[config.mk]
export PLATFORM = sky130hd
export DESIGN_NAME = spike_input_scheduler
export DESIGN_NICKNAME = d
export VERILOG_FILES = /design/src/rtl/spike_input_scheduler.sv
export SDC_FILE = /design/constraint.sdc
export NUM_CORES = 1
export LEC_CHECK = 0
export ABC_AREA = 1
export CAP_MARGIN = 15
export CORE_MARGIN = 2
export CORE_UTILIZATION = 46
export CTS_CLUSTER_DIAMETER = 80
export DETAILED_ROUTE_END_ITERATION = 7
export PLACE_DENSITY = 0.85
export SETUP_SLACK_MARGIN = 0.05
export SLEW_MARGIN = 20
export SYNTH_ARGS = -nofsm -noshare
export SYNTH_HDL_FRONTEND = slang
export SYNTH_SLANG_ARGS = --single-unit
[constraint.sdc]
create_clock -name clk -period 4.9 [get_ports clk]
set_clock_uncertainty 0.2 [all_clocks]
set_input_delay 0.735 -clock clk [delete_from_list [all_inputs] [get_ports clk]]
set_output_delay 0.735 -clock clk [all_outputs]
set_load 0.02 [all_outputs]
[src/rtl/spike_input_scheduler.sv]
// spike_input_scheduler
//   Runs one image presentation on the bernoulli spike generator. It takes
//   NUM_SPIKES 8-bit pixels over a valid/ready stream and writes each one as a
//   rate word into generator memory. It then holds the generator enabled for
//   2*num_steps clocks while counting the emitted spikes, and pulses done at
//   the end. This block is the only master of the generator mem/en ports.
//
// Ports
//   clk, rst            clock, asynchronous active-high reset
//   start, abort        begin presentation (IDLE only) / cancel to IDLE
//   num_steps           timesteps to run, latched on an accepted start
//   pix_valid/ready/data  pixel stream (8-bit intensity)
//   gen_addr/wen/wdata  generator rate-memory write port
//   gen_en              generator enable
//   gen_spikes          spike vector from generator (combinational there)
//   busy, done          status; done is a 1-cycle pulse on normal completion
//   spike_count         saturating spike total of the last/current run
module spike_input_scheduler #(
    parameter int NUM_SPIKES = 32,
    parameter int ADDR_WIDTH = 32,
    parameter int DATA_WIDTH = 32,
    parameter int STEP_WIDTH = 16,
    parameter int CNT_WIDTH  = 16
) (
    input  logic                  clk,
    input  logic                  rst,
    input  logic                  start,
    input  logic                  abort,
    input  logic [STEP_WIDTH-1:0] num_steps,
    input  logic                  pix_valid,
    output logic                  pix_ready,
    input  logic [7:0]            pix_data,
    output logic [ADDR_WIDTH-1:0] gen_addr,
    output logic                  gen_wen,
    output logic [DATA_WIDTH-1:0] gen_wdata,
    output logic                  gen_en,
    input  logic [NUM_SPIKES-1:0] gen_spikes,
    output logic                  busy,
    output logic                  done,
    output logic [CNT_WIDTH-1:0]  spike_count
);

    localparam int IDX_W = $clog2(NUM_SPIKES + 1);
    localparam int PC_W  = $clog2(NUM_SPIKES + 1);
    localparam logic [CNT_WIDTH:0] CNT_MAX = {1'b0, {CNT_WIDTH{1'b1}}};

    typedef enum logic [1:0] {IDLE, LOAD, RUN, DONE} state_t;

    state_t                state;
    logic [IDX_W-1:0]      pix_idx;
    logic [STEP_WIDTH-1:0] steps_q;
    logic [STEP_WIDTH:0]   run_cnt;
    logic [STEP_WIDTH:0]   run_last;
    logic [PC_W-1:0]       spike_pc;
    logic [CNT_WIDTH:0]    cnt_sum;
    logic                  pix_hs;

    assign pix_hs = pix_valid && pix_ready;

    // One timestep is two clocks; the extra bit lets num_steps reach its max.
    // Only used in RUN, where steps_q is known to be non-zero.
    assign run_last = {steps_q, 1'b0} - (STEP_WIDTH + 1)'(1);

    always_comb begin
        spike_pc = '0;
        for (int i = 0; i < NUM_SPIKES; i++)
            spike_pc = spike_pc + PC_W'(gen_spikes[i]);
    end

    assign cnt_sum = {1'b0, spike_count} + (CNT_WIDTH + 1)'(spike_pc);

    always_ff @(posedge clk or posedge rst) begin
        if (rst) begin
            state       <= IDLE;
            pix_ready   <= 1'b0;
            gen_wen     <= 1'b0;
            gen_en      <= 1'b0;
            busy        <= 1'b0;
            done        <= 1'b0;
            gen_addr    <= '0;
            gen_wdata   <= '0;
            spike_count <= '0;
            pix_idx     <= '0;
            steps_q     <= '0;
            run_cnt     <= '0;
        end else begin
            gen_wen <= 1'b0;
            done    <= 1'b0;

            // Counting follows the registered enable, so the cycle an abort
            // lands in is still counted: the generator was enabled then.
            if (gen_en)
                spike_count <= (cnt_sum > CNT_MAX) ? {CNT_WIDTH{1'b1}}
                                                   : cnt_sum[CNT_WIDTH-1:0];

            if (abort && state != IDLE) begin
                state     <= IDLE;
                busy      <= 1'b0;
                pix_ready <= 1'b0;
                gen_en    <= 1'b0;
            end else begin
                case (state)
                    IDLE: begin
                        if (start && !abort) begin
                            state       <= LOAD;
                            busy        <= 1'b1;
                            pix_ready   <= 1'b1;
                            steps_q     <= num_steps;
                            spike_count <= '0;
                            pix_idx     <= '0;
                            run_cnt     <= '0;
                        end
                    end
                    LOAD: begin
                        if (pix_hs) begin
                            gen_wen   <= 1'b1;
                            gen_addr  <= ADDR_WIDTH'(pix_idx);
                            gen_wdata <= DATA_WIDTH'(pix_data) << (DATA_WIDTH - 9);
                            pix_idx   <= pix_idx + 1'b1;
                            if (pix_idx == IDX_W'(NUM_SPIKES - 1))
                                pix_ready <= 1'b0;
                        end else if (pix_idx == IDX_W'(NUM_SPIKES)) begin
                            // Last write is on the bus this cycle; enable follows it.
                            if (steps_q == '0) begin
                                state <= DONE;
                                done  <= 1'b1;
                            end else begin
                                state   <= RUN;
                                gen_en  <= 1'b1;
                                run_cnt <= '0;
                            end
                        end
                    end
                    RUN: begin
                        if (run_cnt == run_last) begin
                            gen_en <= 1'b0;
                            state  <= DONE;
                            done   <= 1'b1;
                        end else begin
                            run_cnt <= run_cnt + 1'b1;
                        end
                    end
                    DONE: begin
                        state <= IDLE;
                        busy  <= 1'b0;
                    end
                    default: state <= IDLE;
                endcase
            end
        end
    end

endmodule

# Yosys cells after proc, flatten, opt, wreduce, memory -nomap -nowiden
# Index checks and enable logic that the tools add are counted.
# totals
in_bits	61
ff_bits	76
output_inout_bits	85
# op_classes
n_eq_ne	19
reduce_logical	20
n_mux	43
order_cmp	1
add_sub_neg	35
bitwise_logic	1
# op_table
operator	count
6-bit by 1-bit adder with 6-bit output	26
17-bit 2-to-1 mux	5
16-bit 2-to-1 mux	5
17-bit one-hot mux with 3 select lines	1
3-bit inequality test, second input constant	7
1-bit 2-to-1 mux	19
16-bit by 6-bit adder with 17-bit output	1
17-bit by 1-bit adder with 17-bit output, second input constant	1
17-bit equality test	1
17-bit by 16-bit > comparator with 1-bit output, second input constant	1
17-bit by 1-bit subtractor with 17-bit output, second input constant	1
16-bit zero test	1
6-bit 2-to-1 mux	2
2-bit inequality test, second input constant	6
6-bit one-hot mux with 2 select lines	1
4-bit AND reduction	3
3-bit nonzero test	4
2-bit 2-to-1 mux	5
1-bit one-hot mux with 2 select lines	4
2-bit one-hot mux with 4 select lines	1
7-bit AND reduction	1
5-bit by 1-bit adder with 6-bit output	1
6-bit by 1-bit adder with 6-bit output, second input constant	1
6-bit by 5-bit equality test with 1-bit output, second input constant	1
other kinds (15)	20

# Logic depth before layout (Yosys ltp)
# Gate-level depths: netlist (run 1).
# logic_depth
word_depth	38
mapped_depth	24
ltp_nobuf	24

# Worst setup path after synthesis (run 1)
# OpenSTA, ideal clock, no wires.
# synth_path
path_type	input -> register
startpoint	in gen_spikes[0]
endpoint	reg spike_count[1]
setup_time_ps	78
arrival_ps	5659
required_time_ps	4622
path_stages	20
setup_slack_ps	-1037
cell_sequence	fa_1 inv_1 fa_1 fa_1 fa_1 fa_1 fa_1 fa_1 fa_1 o21ai_0 nand2_1 nand2_1 nand2_1 nand2_1 nand3_1 nand2_1 nand2_1 nand2_1 nand2_1 a21oi_1
# synth_via
elab_chain_len	38
# synth_rtl
item	line_no	text
start: declaration	37	input logic [NUM_SPIKES-1:0] gen_spikes,
1-bit by 1-bit adder with 2-bit output *	67	spike_pc = spike_pc + PC_W'(gen_spikes[i]);
2-bit by 1-bit adder with 3-bit output *	67	
3-bit by 1-bit adder with 4-bit output *	67	
4-bit by 1-bit adder with 5-bit output *	67	
5-bit by 1-bit adder with 6-bit output *	67	
6-bit by 1-bit adder with 6-bit output * (26 in a row)	67	
16-bit by 6-bit adder with 17-bit output *	70	assign cnt_sum = {1'b0, spike_count} + (CNT_WIDTH + 1)'(spike_pc);
17-bit by 16-bit > comparator with 1-bit output	93	spike_count <= (cnt_sum > CNT_MAX) ? {CNT_WIDTH{1'b1}}
16-bit 2-to-1 mux *	93	
16-bit 2-to-1 mux *	92	if (gen_en)
16-bit 2-to-1 mux	104	if (start && !abort) begin
16-bit 2-to-1 mux	102	case (state)
16-bit 2-to-1 mux *	96	if (abort && state != IDLE) begin
end signal: assignment	93	
end: declaration	40	output logic [CNT_WIDTH-1:0] spike_count
# Every way passes the cells marked *; elsewhere a longest branch is shown, timed or not.
# A chain may end at the register's enable or synchronous reset.

# Worst setup path after layout (run 1)
# layout_path
startpoint	in gen_spikes[17]
endpoint	reg spike_count[3]
# layout_via
elab_chain_len	22
# layout_rtl
item	line_no
6-bit by 1-bit adder with 6-bit output * (15 in a row)	67
16-bit by 6-bit adder with 17-bit output *	70
17-bit by 16-bit > comparator with 1-bit output	93
16-bit 2-to-1 mux *	93
16-bit 2-to-1 mux *	92
16-bit 2-to-1 mux	104
16-bit 2-to-1 mux	102
16-bit 2-to-1 mux *	96
# Marked as above.

==> impl_metrics.yaml, run 1 <==
layout:
  insertedDiodeCount: 0
  syn2layout_area_growth_pct: 24.62
  n_fill_cell: 1155
  layout.nets: 1029
  drive_above_1_share_pct: 11.28
  final_cell_area_sq_mm: 0.007436
setup_path:
  critPathLaunch: "gen_spikes[17]"
  reg2reg_from: "spike_count[0]"
  cp_max_fo: 8
  setup.worst_path.class: "in2reg"
  required_ns: 4.97
  crit_arrival_ns: 5.66
  cp-end-kind: "register"
  start_kind: "primary input"
worst_hold_path:
  hp-start: "gen_wdata[25]"
  min-delay-path-class: "reg2reg"
global_routing:
  first_global_vias: 5201
  grt_max_degree: 48
  antenna_found_initial: 0
  gr-total-overflow: 0
  grt_usage_pct: 20.97
  grt_pass1_wl_mm: 24.12
synth:
  synth_top_family_by_area: "simple AND/OR/NAND/NOR gates"
  synthSimpleGateAreaFrac_pct: 27.68
  muxShareOfSynthArea_pct: 0
  synthAdderAreaFrac_pct: 13.97
  synth-seq-area-share_pct: 31.87
  synthFlopType: "dfrtp_1"
  async_reset_ff_share_pct: 100.0
  synth-xor-area-share_pct: 4.110
  synth_edf_count: 0
  synth_compound_area_share_pct: 6.458
  avgSynthCellArea_sq_um: 7.422
  synth_cell_type_count: 37
  synthCells: 804
  synth_seq_cells: 76
  yosysWarnings: 0
  syn_area_sq_mm: 0.005967
timing:
  slew_headroom_pct: 16.25
  setup_ws_ns: -0.6933
  maxSlewViolCount: 0
  finalCritPeriodShare_pct: 114.1
  tightestPinTransition_ns: 1.245
  period_minus_slack_ns: 5.593
  whs_ns: 0.2706
  finalSetupViolCount: 16
  rsz0062_at_grt: "yes"
  fmax_mhz: 178.8
  final_hold_viol_count: 0
power_and_ir_drop:
  p_leak_uw: 0.003861
  power_frac_seq_pct: 18.2
  p_clk_share_pct: 11.5
  combPwrFrac_pct: 70.3
  p_per_area_mw_per_mm2: 775.1
  p_sw_uw: 2749
  switching_share_pct: 47.69
  vdd_drop_max_mv: 1.250
  internal_power_uw: 3015
cts:
  cts_hold_buf: 0
  cts_made_buffers: 9
  root_buffer: "clkbuf_16"
  ctsHtreeMaxLevel: 3
  cts_num_sinks: 76
  clk-insertion-delay-late_ns: 0.34
  clockBufferDepth: 2
  cts_tree: "done"
  clk_pin_slew_worst_paths_ns: 0.06
place:
  postPlaceCellArea_sq_mm: 0.007038
  port_buffers: 95
  place_congestion: 0.8622
  place_ws_ns: -1.368
  dp_hpwl_mm: 10.73
die:
  start_util_pct: 47.28
  die_x_um: 117.9
  core-area_sq_mm: 0.01262
  fp.dieH_um: 117.9
  rows: 41
  dieArea_sq_mm: 0.01390
  ios: 146
status:
  violations: "negative setup slack"
  status: "finished with violations"
detailed_routing:
  via_per_inst: 4.839
  wl_met3_um: 573
  firstDrtPassIters: 7
  topRoutingLayerUsed: "met4"
  route.detailed.drc: 0
  wl_met2_mm: 7.266
  drtIter0Drc: 414
  ant_nets: 0
  routed_wirelength_mm: 14.27
  wl_met1_mm: 6.227
  vias: 5294
  wl_per_cell_um: 13.04
run:
  cap_violations: 0
[power by group through the flow]
stage | clock network (uW) | registers (uW) | logic, uW
4_1_cts | 674 | 1040 | 3780
3_3_place_gp | 0 | 1040 | 3540
3_5_place_dp | 0 | 1050 | 3690
5_1_grt | 704 | 1070 | 4520
6_report | 664 | 1050 | 4050
2_1_floorplan | 0 | 1090 | 2360
[area by class of cell]
type,instances,area [sq um],area share [%]
clock inverter,6,65.06,0.8750
sequential,76,1902,25.58
inverter,136,511.7,6.882
multi-input combinational,578,3457,46.49
clock buffer,10,229.0,3.079
timing repair buffer,116,1056,14.20
tap,172,215.2,2.894
[kinds of logic (layout without fill, tap and decap cells)]
logic type / Yosys count / count (layout)
xor gates and xnor gates: 28 / 28
adders and majority gates: 51 / 51
other: 1 / 50
buffers and inverters: 200 / 268
AOI/OAI and AO/OA: 69 / 69
DFF: 76 / 76
and+or+nand+nor: 379 / 380
[worst max-delay path: stages]
cell and delay (ns):
buf_6 0.09, fa_1 0.54, inv_2 0.04, fa_1 0.56, fa_1 0.44, fa_1 0.52, fa_1 0.53, fa_1 0.43
fa_2 0.36, fa_2 0.35, o21ai_2 0.13, nand2_1 0.06, nand2_1 0.06, nand2_1 0.06, nand2_2 0.09, nand3_4 0.10
nand2_8 0.13, nand2_8 0.08, nand2_1 0.11, nand2_1 0.08, a21oi_2 0.15
[routing by layer]
metal | vias to the layer above | GRT usage [%]
li1 | 2634 | -
met1 | 2506 | 27.01
met2 | 136 | 36.74
met3 | 18 | 2.955
met4 | 0 | 5.949
met5 | - | 0
[registers in the layout (all words and copies together) (netlist names), 2 cells and up]
name / flops
gen_addr: 6
gen_wdata: 8
pix_idx: 6
run_cnt: 17
spike_count: 16
state: 2
steps_q: 16
[layout by cell type (no fill, tap or decap), drive strengths merged]
cell type / n
a211o: 1
a21oi: 17
a31oi: 5
and2: 1
and3: 2
buf: 30
bufinv: 1
clkbuf: 14
clkdlybuf4s15: 2
clkdlybuf4s50: 80
clkinv: 5
clkinvlp: 1
conb: 50
dfrtp: 76
fa: 26
ha: 25
inv: 135
nand2: 222
nand3: 42
nand3b: 2
nand4: 26
nor2: 63
nor3: 15
nor3b: 2
nor4: 3
o211ai: 1
o21a: 2
o21ai: 39
o21bai: 3
o41ai: 1
or2: 2
xnor2: 5
xor2: 23
[cell usage after synthesis, drive strengths merged, types with 5 or more instances]
master	number	area share [%]
a21oi	17	1.4
a31oi	5	0.52
buf	51	6.5
clkbuf	13	0.82
dfrtp	76	32
fa	26	8.7
ha	25	5.2
inv	136	8.6
nand2	221	14
nand3	42	3.5
nand4	26	3.0
nor2	63	4.6
nor3	15	1.3
o21ai	39	3.5
xnor2	5	0.73
xor2	23	3.4
[per-stage QoR]
step                      total power (uW)  TNS, ns  std cells  util, %
final                                 5763   -10.23       1094    58.92
after global routing                  6300   -12.78       1094    58.92
after CTS                             5492   -12.02       1090    58.23
after detailed placement              4734   -20.66       1071    55.77
after global placement                4572   -19.87       1071    55.77
after floorplan                       3457   -10.12        853        -
[path summary, 6_finish.rpt]
path | to | slack [ns] | cells past startpoint
hold / removal | gen_wdata[25] | 0.27 | 2
hold reg to reg | gen_wdata[25] | 0.27 | 2
min in group asynchronous | spike_count[15] | 0.66 | 2
setup reg to reg | spike_count[3] | -0.01 | 19
setup / recovery | spike_count[3] | -0.69 | 21
max in group asynchronous | steps_q[5] | 2.93 | 3
[timing repair]
item,4_1_cts,5_1_grt
gates resized for setup,55,28
pin swaps,22,27
buffers inserted,2,4
endpoints found under the setup margin,16,16
cloned,1,0
Power figures use the tool's default switching activity.
==> run 2: changes to the inputs <==
- GPL_TIMING_DRIVEN: not set -> 0
==> run 2 against run 1 <==
Effect of this change: the run still ends with negative setup slack left; fmax decreased by 1.6%; design area increased by 4.8%; routed wire length rose by 2.3%; highest routed layer unchanged.
==> impl_metrics.yaml, run 2 (synthesis gave the netlist of run 1 again) <==
detailed_routing:
  route.detailed.drc: 0
  drtIter0Drc: 285
  vias: 5480
  ant_nets: 0
  via_per_inst: 4.778
  firstDrtPassIters: 4
  wl_per_cell_um: 12.72
  routed_wirelength_mm: 14.59
setup_path:
  cp-end-kind: "register"
  critPathLaunch: "gen_spikes[3]"
  required_ns: 4.97
  crit_arrival_ns: 5.75
  reg2reg_from: "spike_count[0]"
  r2r_setup_slack_ns: -0.21
  cp_max_fo: 8
  start_kind: "primary input"
  setup.worst_path.class: "in2reg"
cts:
  clk_pin_slew_worst_paths_ns: 0.06
  cts_tree: "done"
  cts_num_sinks: 76
  clk-insertion-delay-late_ns: 0.35
  ctsHtreeMaxLevel: 3
  cts_hold_buf: 0
  clockBufferDepth: 2
  root_buffer: "clkbuf_16"
  cts_made_buffers: 9
place:
  port_buffers: 95
  dp_hpwl_mm: 11.20
  postPlaceCellArea_sq_mm: 0.007388
  place_ws_ns: -1.510
  place_congestion: 0.9410
layout:
  insertedDiodeCount: 0
  final_cell_mix: "211 x nand2_1, 126 x inv_1, 80 x clkdlybuf4s50_1"
  final_common_cell: "nand2_1"
  largest_reg_flops: 17
  final_cell_area_sq_mm: 0.007796
  top_regs: "run_cnt (17), spike_count (16), steps_q (16)"
  layout.nets: 1082
  drive_above_1_share_pct: 14.97
  syn2layout_area_growth_pct: 30.66
  regMostFlops: "run_cnt"
power_and_ir_drop:
  power_frac_seq_pct: 18.2
  p_clk_share_pct: 11.4
  p_per_area_mw_per_mm2: 719.7
  combPwrFrac_pct: 70.4
  p_sw_uw: 2720
  vdd_drop_max_mv: 1.714
  switching_share_pct: 48.48
  internal_power_uw: 2891
  p_leak_uw: 0.004095
run:
  cap_violations: 0
status:
  violations: "negative setup slack"
  status: "finished with violations"
die:
  core-area_sq_mm: 0.01262
  dieArea_sq_mm: 0.01390
  fp.dieH_um: 117.9
  rows: 41
  die_x_um: 117.9
  start_util_pct: 47.28
  ios: 146
timing:
  final_hold_viol_count: 0
  tightestPinTransition_ns: 1.203
  slew_headroom_pct: 19.05
  maxSlewViolCount: 0
  period_minus_slack_ns: 5.684
  fmax_mhz: 175.9
  setup_ws_ns: -0.7842
  finalCritPeriodShare_pct: 116.0
  rsz0062_at_grt: "yes"
  finalSetupViolCount: 16
global_routing:
  gr-total-overflow: 0
  grt_pass1_wl_mm: 24.36
  antenna_found_initial: 0
  grt_usage_pct: 21.27
  grt_max_degree: 57
  first_global_vias: 5324
worst_hold_path:
  hp-start: "gen_wdata[27]"
  min-delay-path-class: "reg2reg"
-- run 2: cell types whose count changed in the layout (fill, tap and decap cells not counted), sizes merged --
cell	previous run	this run
nand2	222	221
inv	135	138
buf	30	70
bufinv	1	0
clkinvlp	1	2
clkinv	5	3
clkbuf	14	27
-- run 2: final cells by class --
cell class              count  area, sq um
inverters                 136        513.0
clock buffers               9        225.2
multi-input cells         577         3438
fillers                  1117         4823
repair buffers            106         1008
clock inverters             7        58.81
well taps                 172        215.2
flip-flops and latches     76         1902
plain buffers              64        435.4
-- run 2: what timing repair did --
item / 4_1_cts / 5_1_grt
setup endpoints to repair: 16 / 16
pin swaps: 25 / 26
setup buffers: 9 / 2
gates resized for setup: 47 / 34
-- run 2: worst paths after layout --
check                                  endpoint  depth (start not counted)
max in group asynchronous            steps_q[4]                          3
worst max-delay path             spike_count[3]                         21
min in group asynchronous       spike_count[14]                          2
worst min register to register    gen_wdata[27]                          2
worst max register to register   spike_count[3]                         19
worst min-delay path              gen_wdata[27]                          2
-- run 2: worst max-delay path: stages --
cell     delay [ns]
buf_6          0.09
fa_1           0.55
inv_2          0.04
fa_1           0.48
fa_2           0.58
fa_1           0.45
fa_1           0.54
fa_1           0.45
fa_2           0.37
fa_2           0.36
o21ai_2        0.14
nand2_1        0.06
nand2_1        0.06
nand2_1        0.06
nand2_2        0.08
nand3_2        0.08
nand2_4        0.17
nand2_8        0.10
nand2_4        0.12
nand2_2        0.06
a21oi_2        0.17
-- run 2: layer usage --
| layer | wire length, um | GRT usage [%] | share of wire [%] | vias up |
|---|---|---|---|---|
| met2 | 7243 | 36.48 | 50 | 157 |
| met3 | 743 | 4.603 | 5.1 | 27 |
| met5 | 0 | 0 | 0 | - |
| li1 | - | - | - | 2744 |
| met1 | 6325 | 26.91 | 43 | 2552 |
| met4 | 276 | 6.250 | 1.9 | 0 |
-- run 2: metrics by stage --
step | setup TNS [ns] | hold slack, ns | total power, uW | utilization [%] | cells
floorplan | -10.12 | 0.2682 | 3457 | - | 853
detailed placement | -22.38 | 0.2601 | 4300 | 58.55 | 1121
finish | -11.23 | 0.2739 | 5611 | 61.78 | 1147
CTS | -11.88 | 0.2748 | 5277 | 61.24 | 1146
global route | -13.60 | 0.2952 | 6124 | 61.78 | 1147
global placement | -21.26 | 0.2534 | 4166 | 58.31 | 1120
-- run 2: power groups by stage --
stage,Clock [uW],Combinational (uW),Sequential [uW]
3_5_place_dp,0,3270,1030
5_1_grt,683,4390,1050
6_report,638,3950,1020
4_1_cts,650,3610,1020
3_3_place_gp,0,3150,1020
2_1_floorplan,0,2360,1090
